`src/rtl/posit_pkg.sv`:
```
// posit_pkg: shared posit constants, helpers and the unpacked-result record
// exchanged between the divide datapath and the round/pack stage.
package posit_pkg;

  localparam int POSIT_ES  = 3;
  localparam int POSIT_N   = 64;
  localparam int POSIT_SW  = 12;
  localparam int POSIT_FW  = 64;
  localparam int POSIT_MAXW = 128;

  typedef struct packed {
    logic                       sign;
    logic                       zero;
    logic                       inf;
    logic signed [POSIT_SW-1:0] scale;
    logic [POSIT_FW-1:0]        sig;
    logic                       sticky;
  } posit_unpacked_t;

  function automatic int log2(input int n);
    int r;
    r = 0;
    for (int i = 0; i < 31; i++)
      if ((1 << i) < n) r = i + 1;
    return r;
  endfunction

  // Constants are built wide and truncated by the caller to its posit width.
  function automatic logic [POSIT_MAXW-1:0] posit_nar(input int n);
    return POSIT_MAXW'(1) << (n - 1);
  endfunction

  function automatic logic [POSIT_MAXW-1:0] posit_maxpos(input int n);
    return (POSIT_MAXW'(1) << (n - 1)) - POSIT_MAXW'(1);
  endfunction

  function automatic logic [POSIT_MAXW-1:0] posit_minpos(input int n);
    return POSIT_MAXW'(n > 0);
  endfunction

endpackage

```
`src/rtl/posit_regime_enc.sv`:
```
// posit_regime_enc: builds the left-aligned posit body (regime|exponent|fraction)
// with guard and sticky bits, and flags scales beyond the representable range.
module posit_regime_enc
  import posit_pkg::*;
#(
  parameter int PSTWID = 64,
  parameter int es     = POSIT_ES,
  parameter int SW     = 12,
  parameter int FW     = 64
) (
  input  logic signed [SW-1:0] k,
  input  logic [es-1:0]        e,
  input  logic [FW-2:0]        frac,
  input  logic                 sticky,
  output logic [PSTWID-2:0]    body,
  output logic                 g,
  output logic                 s,
  output logic                 sat_max,
  output logic                 sat_min
);

  localparam int VW = 2 + es + FW - 1;
  localparam int WW = VW + PSTWID;
  localparam logic signed [SW-1:0] KMAX = SW'(PSTWID - 2);
  localparam logic signed [SW-1:0] KMIN = SW'(-(PSTWID - 1));

  logic signed [WW-1:0] seed;
  logic signed [WW-1:0] shifted;
  logic [SW-1:0]        amt;

  // Seed holds the shortest regime ("10" or "01"); the arithmetic shift
  // replicates its leading bit to lengthen the run to the required size.
  assign amt     = k[SW-1] ? ~k : k;
  assign seed    = {~k[SW-1], k[SW-1], e, frac, {PSTWID{1'b0}}};
  assign shifted = seed >>> amt;

  assign body    = shifted[WW-1 -: PSTWID-1];
  assign g       = shifted[WW-PSTWID];
  assign s       = (|shifted[WW-PSTWID-1:0]) | sticky;
  assign sat_max = (k >= KMAX);
  assign sat_min = (k <= KMIN);

endmodule

```
`src/rtl/posit_round_pack.sv`:
```
// posit_round_pack: two-stage round-to-nearest-even posit packer with valid/ready.
// Optional macro POSIT_RP_STATUS_EN adds registered o_inexact and o_sat outputs.
module posit_round_pack
  import posit_pkg::*;
#(
  parameter int PSTWID = 64,
  parameter int es     = POSIT_ES,
  parameter int SW     = 12,
  parameter int FW     = 64
) (
  input  logic                 clk,
  input  logic                 rst_n,
  input  logic                 i_valid,
  output logic                 i_ready,
  input  logic                 i_sign,
  input  logic                 i_zero,
  input  logic                 i_inf,
  input  logic signed [SW-1:0] i_scale,
  input  logic [FW-1:0]        i_sig,
  input  logic                 i_sticky,
  output logic                 o_valid,
  input  logic                 o_ready,
  output logic [PSTWID-1:0]    o,
  output logic                 o_zero,
  output logic                 o_inf
`ifdef POSIT_RP_STATUS_EN
  ,
  output logic                 o_inexact,
  output logic                 o_sat
`endif
);

  localparam logic [PSTWID-1:0] NAR    = PSTWID'(posit_nar(PSTWID));
  localparam logic [PSTWID-1:0] MAXPOS = PSTWID'(posit_maxpos(PSTWID));
  localparam logic [PSTWID-1:0] MINPOS = PSTWID'(posit_minpos(PSTWID));

  logic                 s1_adv, s2_adv;
  logic signed [SW-1:0] k;
  logic [PSTWID-2:0]    enc_body;
  logic                 enc_g, enc_s, enc_max, enc_min;

  logic                 s1_valid, s1_sign, s1_zero, s1_inf;
  logic [PSTWID-2:0]    s1_body;
  logic                 s1_g, s1_s, s1_max, s1_min;

  logic [PSTWID-1:0]    rounded, mag, packed_o;
  logic                 inc;

  assign s2_adv  = !o_valid || o_ready;
  assign s1_adv  = !s1_valid || s2_adv;
  assign i_ready = s1_adv;

  assign k = i_scale >>> es;

  posit_regime_enc #(
    .PSTWID (PSTWID),
    .es     (es),
    .SW     (SW),
    .FW     (FW)
  ) u_enc (
    .k       (k),
    .e       (i_scale[es-1:0]),
    .frac    (i_sig[FW-2:0]),
    .sticky  (i_sticky),
    .body    (enc_body),
    .g       (enc_g),
    .s       (enc_s),
    .sat_max (enc_max),
    .sat_min (enc_min)
  );

  // A significand without its hidden bit has no value, so it packs as zero.
  always_ff @(posedge clk or negedge rst_n) begin
    if (!rst_n) begin
      s1_valid <= 1'b0;
      s1_sign  <= 1'b0;
      s1_zero  <= 1'b0;
      s1_inf   <= 1'b0;
      s1_body  <= '0;
      s1_g     <= 1'b0;
      s1_s     <= 1'b0;
      s1_max   <= 1'b0;
      s1_min   <= 1'b0;
    end else if (s1_adv) begin
      s1_valid <= i_valid;
      if (i_valid) begin
        s1_sign <= i_sign;
        s1_zero <= i_zero | (~i_inf & ~i_sig[FW-1]);
        s1_inf  <= i_inf;
        s1_body <= enc_body;
        s1_g    <= enc_g;
        s1_s    <= enc_s;
        s1_max  <= enc_max;
        s1_min  <= enc_min;
      end
    end
  end

  assign inc     = s1_g & (s1_body[0] | s1_s);
  assign rounded = {1'b0, s1_body} + {{(PSTWID-1){1'b0}}, inc};

  always_comb begin
    mag = rounded;
    if (s1_max || rounded[PSTWID-1])
      mag = MAXPOS;
    else if (s1_min || rounded == '0)
      mag = MINPOS;
    packed_o = s1_sign ? -mag : mag;
    if (s1_inf)
      packed_o = NAR;
    else if (s1_zero)
      packed_o = '0;
  end

`ifdef POSIT_RP_STATUS_EN
  logic s2_clamp, s2_special;
  assign s2_clamp   = s1_max | s1_min | rounded[PSTWID-1] | (rounded == '0);
  assign s2_special = s1_inf | s1_zero;

  always_ff @(posedge clk or negedge rst_n) begin
    if (!rst_n) begin
      o_inexact <= 1'b0;
      o_sat     <= 1'b0;
    end else if (s2_adv && s1_valid) begin
      o_inexact <= ~s2_special & (s1_g | s1_s | s2_clamp);
      o_sat     <= ~s2_special & s2_clamp;
    end
  end
`endif

  always_ff @(posedge clk or negedge rst_n) begin
    if (!rst_n) begin
      o_valid <= 1'b0;
      o       <= '0;
      o_zero  <= 1'b0;
      o_inf   <= 1'b0;
    end else if (s2_adv) begin
      o_valid <= s1_valid;
      if (s1_valid) begin
        o      <= packed_o;
        o_zero <= s1_zero;
        o_inf  <= s1_inf;
      end
    end
  end

endmodule
```
`config.mk`:
```
export PLATFORM = sky130hd
export DESIGN_NAME = posit_round_pack
export DESIGN_NICKNAME = d
export VERILOG_FILES = /design/src/rtl/posit_pkg.sv /design/src/rtl/posit_regime_enc.sv /design/src/rtl/posit_round_pack.sv
export SDC_FILE = /design/constraint.sdc
export NUM_CORES = 1
export LEC_CHECK = 0
export BUFFER_PORTS_ARGS = -buffer_cell sky130_fd_sc_hd__buf_2
export CAP_MARGIN = 20
export CORE_UTILIZATION = 34
export CTS_BUF_LIST = sky130_fd_sc_hd__clkbuf_8
export DETAILED_ROUTE_END_ITERATION = 6
export HOLD_SLACK_MARGIN = 0.08
export PLACE_DENSITY = 0.56
export SLEW_MARGIN = 20
export SYNTH_ARGS = -nofsm -noshare
export SYNTH_HDL_FRONTEND = slang
export SYNTH_SLANG_ARGS = --single-unit
```
`constraint.sdc`:
```
create_clock -name clk -period 4.9 [get_ports clk]
set_input_delay 0.49 -clock clk [delete_from_list [all_inputs] [get_ports clk]]
set_output_delay 0.49 -clock clk [all_outputs]
set_load 0.01 [all_outputs]
```
After elaboration in Yosys (flattened, before gate mapping)
Cells that the tools add are included.
- logic and storage cells: 43
- output and inout bits: 68
- input bits: 84
- register bits after elaboration: 138
- reduce and logical (&&, ||, !) cells: 10
- mux-type cells: 6
- $lt $le $gt $ge: 2
- shift-type cells: 1
- bitwise logic cells: 9
- $add $sub $neg: 2
- operators by type and width (kind ; number):
    2-to-1 mux 64 bit ; 5
    >>> shifter 132 x 12 -> 132 bit ; 1
    OR reduction 68 bit ; 1
    adder 63 x 1 -> 64 bit ; 1
    zero test 64 bit ; 1
    negation 64 bit ; 1
    2-to-1 mux 12 bit ; 1
    NOT 9 -> 12 bit ; 1
    greater-or-equal comparator 9 x 7 -> 1 bit, second input constant ; 1
    less-or-equal comparator 9 x 7 -> 1 bit, second input constant ; 1
    logical OR 1 bit ; 4
    AND reduction 2 bit ; 2
    NOT 1 bit ; 3
    OR 1 bit ; 3
    bitwise AND 1 bit ; 2
    zero test 1 bit ; 2

Longest topological paths before layout
- depth in word-level cells: 11
- gate-level depth with buffers: 24
- gate-level depth less buffers: 20

Cells and area by module
A second synthesis with hierarchy kept.
- cell total of the unflattened synthesis: 2715
- area total of the unflattened synthesis: 19956.6 µm²
- by module, submodules not included (module ; sequential area each (µm²) ; cells each ; area an instance (µm²) ; instances):
    posit_regime_enc ; 0.0 ; 1583 ; 10093.4 ; 1
    posit_round_pack ; 3453.3 ; 1132 ; 9863.2 ; 1

Worst setup path after synthesis
Ideal clock, no wire load.
- path kind: register -> register
- start: register s1_body[0]
- end: register o[32]
- data required time: 4784 ps
- path buffers: 3
- cell stages (with the launch flop): 23
- slack: -366 ps
- clock period less this slack: 5266 ps
- arrival time: 5150 ps
- library setup time: 116 ps
- cell sequence: dfrtp_1 > o21a_1 > ha_1 > ha_1 > nand3_2 > nor4_1 > buf_2 > nand3_1 > nor4_1 > xor2_1 > nor4_1 > nand4_1 > o21ai_2 > buf_2 > buf_2 > nor3_1 > ha_1 > and2_1 > o21ai_1 > o21bai_1 > o21ai_0 > o21a_1 > o311ai_0
- word-level cells in the longest chain between the ends: 11
- elaborated cells between the ends (all ways): 12
- classes of those cells: add/sub: 2; mux: 5; bitwise: 2; reduce/logical: 3
- ends and longest elaborated chain (item ; line ; RTL):
    start: declaration ; posit_round_pack.sv:43 ; logic [PSTWID-2:0] s1_body;
    start signal: assignment ; posit_round_pack.sv:90 ; s1_body <= enc_body;
    OR 1 bit ; posit_round_pack.sv:99 ; assign inc = s1_g & (s1_body[0] | s1_s);
    bitwise AND 1 bit ; posit_round_pack.sv:99 ;
    adder 63 x 1 -> 64 bit (*) ; posit_round_pack.sv:100 ; assign rounded = {1'b0, s1_body} + {{(PSTWID-1){1'b0}}, inc};
    zero test 64 bit ; posit_round_pack.sv:106 ; else if (s1_min || rounded == '0)
    logical OR 1 bit ; posit_round_pack.sv:106 ;
    2-to-1 mux 64 bit ; posit_round_pack.sv:106 ;
    2-to-1 mux 64 bit (*) ; posit_round_pack.sv:104 ; if (s1_max || rounded[PSTWID-1])
    negation 64 bit ; posit_round_pack.sv:108 ; packed_o = s1_sign ? -mag : mag;
    2-to-1 mux 64 bit (*) ; posit_round_pack.sv:108 ;
    2-to-1 mux 64 bit (*) ; posit_round_pack.sv:111 ; else if (s1_zero)
    2-to-1 mux 64 bit (*) ; posit_round_pack.sv:109 ; if (s1_inf)
    end signal: assignment ; posit_round_pack.sv:140 ; o <= packed_o;
    end: declaration ; posit_round_pack.sv:23 ; output logic [PSTWID-1:0] o,
Every way passes the cells marked *; elsewhere a longest branch is shown, timed or not.
A chain may end at the register's enable or synchronous reset.

Worst setup path in the final report
- start: register s1_s
- end: register o[46]
- word-level cells in the longest chain between the ends: 11
- elaborated cells between the ends (all ways): 12
- classes of those cells: add/sub: 2; mux: 5; bitwise: 2; reduce/logical: 3
- ends and longest elaborated chain (item ; line ; RTL):
    start: declaration ; posit_round_pack.sv:44 ; logic s1_g, s1_s, s1_max, s1_min;
    start signal: assignment ; posit_round_pack.sv:92 ; s1_s <= enc_s;
    OR 1 bit (*) ; posit_round_pack.sv:99 ;
    bitwise AND 1 bit (*) ; posit_round_pack.sv:99 ;
    adder 63 x 1 -> 64 bit (*) ; posit_round_pack.sv:100 ;
    zero test 64 bit ; posit_round_pack.sv:106 ;
    logical OR 1 bit ; posit_round_pack.sv:106 ;
    2-to-1 mux 64 bit ; posit_round_pack.sv:106 ;
    2-to-1 mux 64 bit (*) ; posit_round_pack.sv:104 ;
    negation 64 bit ; posit_round_pack.sv:108 ;
    2-to-1 mux 64 bit (*) ; posit_round_pack.sv:108 ;
    2-to-1 mux 64 bit (*) ; posit_round_pack.sv:111 ;
    2-to-1 mux 64 bit (*) ; posit_round_pack.sv:109 ;
Marked as above.

==> impl_metrics.csv <==
group,metric,value,unit
run_status,outcome,"complete, no violations",
timing,finalSetupViolCount,0,
place,post-place-ws,-0.0211,ns
logic_synthesis,synthesis.instances,2134,
timing,rsz0062_at_grt,"true",
timing,hold-worst-slack,0.242,ns
timing,setup_slack,0.159,ns
clock_tree,cts_tree,"done",
clock_tree,clk_latency,0.50,ns
cells_and_area,fin_util,41.2,%
critical_path,worst_path_max_delay_cell,"or4_4",
critical_path,cp_cell_sequence,"o21a_1 > ha_2 > ha_4 > nand3_2 > or4_4 > or4_4 > or4_4 > nand4_1 > nor4_2 > nand4_1 > buf_4 > o21ai_4 > nor3_4 > ha_2 > and2_4 > o21ai_2 > buf_4 > nor2_4 > a21oi_4 > nor4b_2 > or3_1 > nand3_1",
timing,fin_crit,4.74,ns
global_routing,grt_usage,25.2,%
place,gp_congestion,0.918,
power_and_ir_drop,pwr-share-clk,17.2,%
cells_and_area,stdcell_area,18400,um^2
global_routing,grt_max_degree,96,
logic_synthesis,synth.distinct_cells,87,
cells_and_area,nets,2385,
critical_path,crit_type,"reg2reg",
floorplan,fp.dieH,216,um
critical_path,crit_arrival,5.12,ns
critical_path,start_kind,"flip-flop",
clock_tree,cts_made_buffers,17,
critical_path,crit_path_end_kind,"flip-flop",
logic_synthesis,synth-seq-cells,138,
floorplan,core_area,44600,um^2
detailed_routing,wl_per_cell,20.6,um
clock_tree,clock_sinks,138,
power_and_ir_drop,seqPwrFrac,29.2,%
place,place_area,17800,um^2
floorplan,dieArea,46500,um^2
run,maxCapViolCount,0,
logic_synthesis,syn-num-nets,2223,
detailed_routing,vias_per_cell,5.79,
global_routing,grt_pass1_wl,92900,um
global_routing,grt_pass1_vias,15928,
logic_synthesis,synth-seq-area-share,22.2,%
cells_and_area,layout-drive-gt1-share,19.9,%
global_routing,antenna_found_initial,0,
clock_tree,ctsHtreeMaxLevel,4,
cells_and_area,diodes,0,
power_and_ir_drop,comb_power_share,53.6,%
critical_path,crit_fanout,3,
power_and_ir_drop,p_int,2.79,mW
logic_synthesis,yosysTopAreaCell,"dfrtp_1",
power_and_ir_drop,p_sw,2.40,mW
critical_path,worst-endpoint-required,5.28,ns
detailed_routing,first_pass_iters,7,
detailed_routing,drtIter0Drc,1306,
logic_synthesis,async_flop_share,100,%
worst_hold_path,hold_class,"in2reg",
logic_synthesis,netlist_area,15500,um^2
critical_path,path_common_cell,"or4_4",
cells_and_area,syn2layout_area_growth,18.3,%
timing,tightest_slew,0.941,ns
timing,fin_worst_skew,0.0161,ns
power_and_ir_drop,p_leak,7.96,nW
floorplan,pin_count,152,
global_routing,grt_overflow_total,0,
power_and_ir_drop,power_density,283,nW/um^2
place,port_buffers,151,
floorplan,die_w,216,um
clock_tree,clock_path_buffers,2,
detailed_routing,wl,59800,um
timing,period_share,96.7,%
place,place_hpwl,47500,um
clock_tree,root_buffer,"clkbuf_8",
power_and_ir_drop,power,5.19,mW
logic_synthesis,synth_edf_count,0,
logic_synthesis,synthFlopType,"dfrtp_1",
detailed_routing,vias,16809,
logic_synthesis,synth_top_cell_area_share,22.2,%
timing,slew-limit-headroom,37.0,%
detailed_routing,ant_nets,0,
floorplan,initial_core_util,34.8,%
logic_synthesis,yosys_warnings,0,
power_and_ir_drop,max-vdd-ir-drop,0.145,mV
critical_path,critPathMaxStageDelay,0.60,ns
detailed_routing,drc,0,
timing,hold_viol_final,0,
logic_synthesis,ys_top_cells_by_area,"dfrtp_1 (22%), mux2i_1 (14%), o21ai_0 (8.3%)",
clock_tree,clk_pin_slew,0.08,ns
timing,fmax,0.211,GHz
timing,slew_viol_final,0,
power_and_ir_drop,switching_share,46.3,%
floorplan,core.rowCount,77,
logic_synthesis,avgSynthCellArea,7.28,um^2
[cell families (layout without fill, tap and decap cells)]
kind of cell               count (synthesis)  count (layout)  synth area share (%)
AOI/OAI and AO/OA                        647             647                  25.1
xor gates and xnor gates                 114             114                  6.43
adders and majority gates                 12              12                 0.854
buffers and inverters                    214             389                  5.70
DFF                                      138             138                  22.2
muxes                                    241             241                  15.8
and+or+nand+nor                          768             768                  23.9
[repair_timing]
item / in CTS / in global routing
resized for setup: 3 / 37
hold buffers: 1 / 0
endpoints found under the hold margin: 48 / 0
pin swaps: 3 / 18
setup buffers: 6 / 4
endpoints found under the setup margin: 2 / 25
[metal layers]
metal	track usage, %	routed length, um	share of wire [%]	vias to the layer above
li1	-	-	-	8167
met1	32.7	26500	44	7981
met2	42.6	28200	47	551
met3	2.27	2450	4.1	110
met4	11.2	2540	4.3	0
met5	0	0	0	-
[flip-flops by register name, indices dropped and copies added (netlist names)]
signal,count
s1_inf,1
s1_valid,1
o_zero,1
s1_min,1
s1_g,1
s1_zero,1
s1_max,1
s1_sign,1
o,64
s1_s,1
o_inf,1
s1_body,63
o_valid,1
[through the flow]
stage,TNS (ns),cells
after floorplan,0,2134
after global placement,0,2858
after detailed placement,-0.0213,2858
after CTS,0,2897
after global routing,-0.502,2901
final,0,2901
[power by group through the flow]
stage	combinational [mW]	clock [mW]	sequential (mW)
detailed placement	2.70	0	1.53
global placement	2.68	0	1.53
finish	2.78	0.893	1.52
CTS	2.72	0.916	1.51
global route	3.01	0.955	1.54
floorplan	1.73	0	1.47
[placed cells by master (no fill, tap or decap), drive strengths merged, types with 19 or more instances in the layout]
cell    count
a21oi     178
a31oi      29
and3       36
buf       333
clkbuf     19
dfrtp     138
inv        23
mux2       19
mux2i     220
nand2     287
nand3      63
nand4      53
nor2      172
nor3       47
nor4       32
o21ai     266
xnor2      66
xor2       48
[final cells by class]
cell class | count | area [um^2]
Sequential cell | 138 | 3450
Clock buffer | 19 | 262
Multi-Input combinational cell | 1782 | 11500
Tap cell | 592 | 741
Clock inverter | 13 | 104
Inverter | 23 | 86.3
Fill cell | 4682 | 26200
Timing Repair Buffer | 334 | 2230
[critical path: cells and delay by family, from the launching register on]
family / cells / cell delay [ns]
AO/OA/AOI/OAI: 4 / 0.35
AND/OR/NAND/NOR: 13 / 3.02
adder cells (fa/ha/maj): 3 / 0.56
flip-flops: 1 / 0.37
buffers and inverters: 2 / 0.33
[cells in the mapped netlist, drive strengths merged, types with 15 or more instances]
cell type / count
nand2: 287
o21ai: 266
mux2i: 220
a21oi: 178
nor2: 172
dfrtp: 138
clkbuf: 131
xnor2: 66
nand3: 63
buf: 60
nand4: 53
xor2: 48
nor3: 47
and3: 36
nor4: 32
a31oi: 29
inv: 20
mux2: 19
a211oi: 18
a221oi: 15
and4: 15
[final timing paths]
kind                       startpoint  endpoint  slack [ns]  cells past startpoint
setup / recovery                 s1_s     o[46]        0.16                     22
hold / removal                 i_sign   s1_sign        0.24                      2
setup reg to reg                 s1_s     o[46]        0.16                     22
hold reg to reg                  o[2]      o[2]        0.48                      2
max in group asynchronous       rst_n   s1_sign        3.41                      3
min in group asynchronous       rst_n     o[49]        0.49                      2
Power figures use the tool's default switching activity.
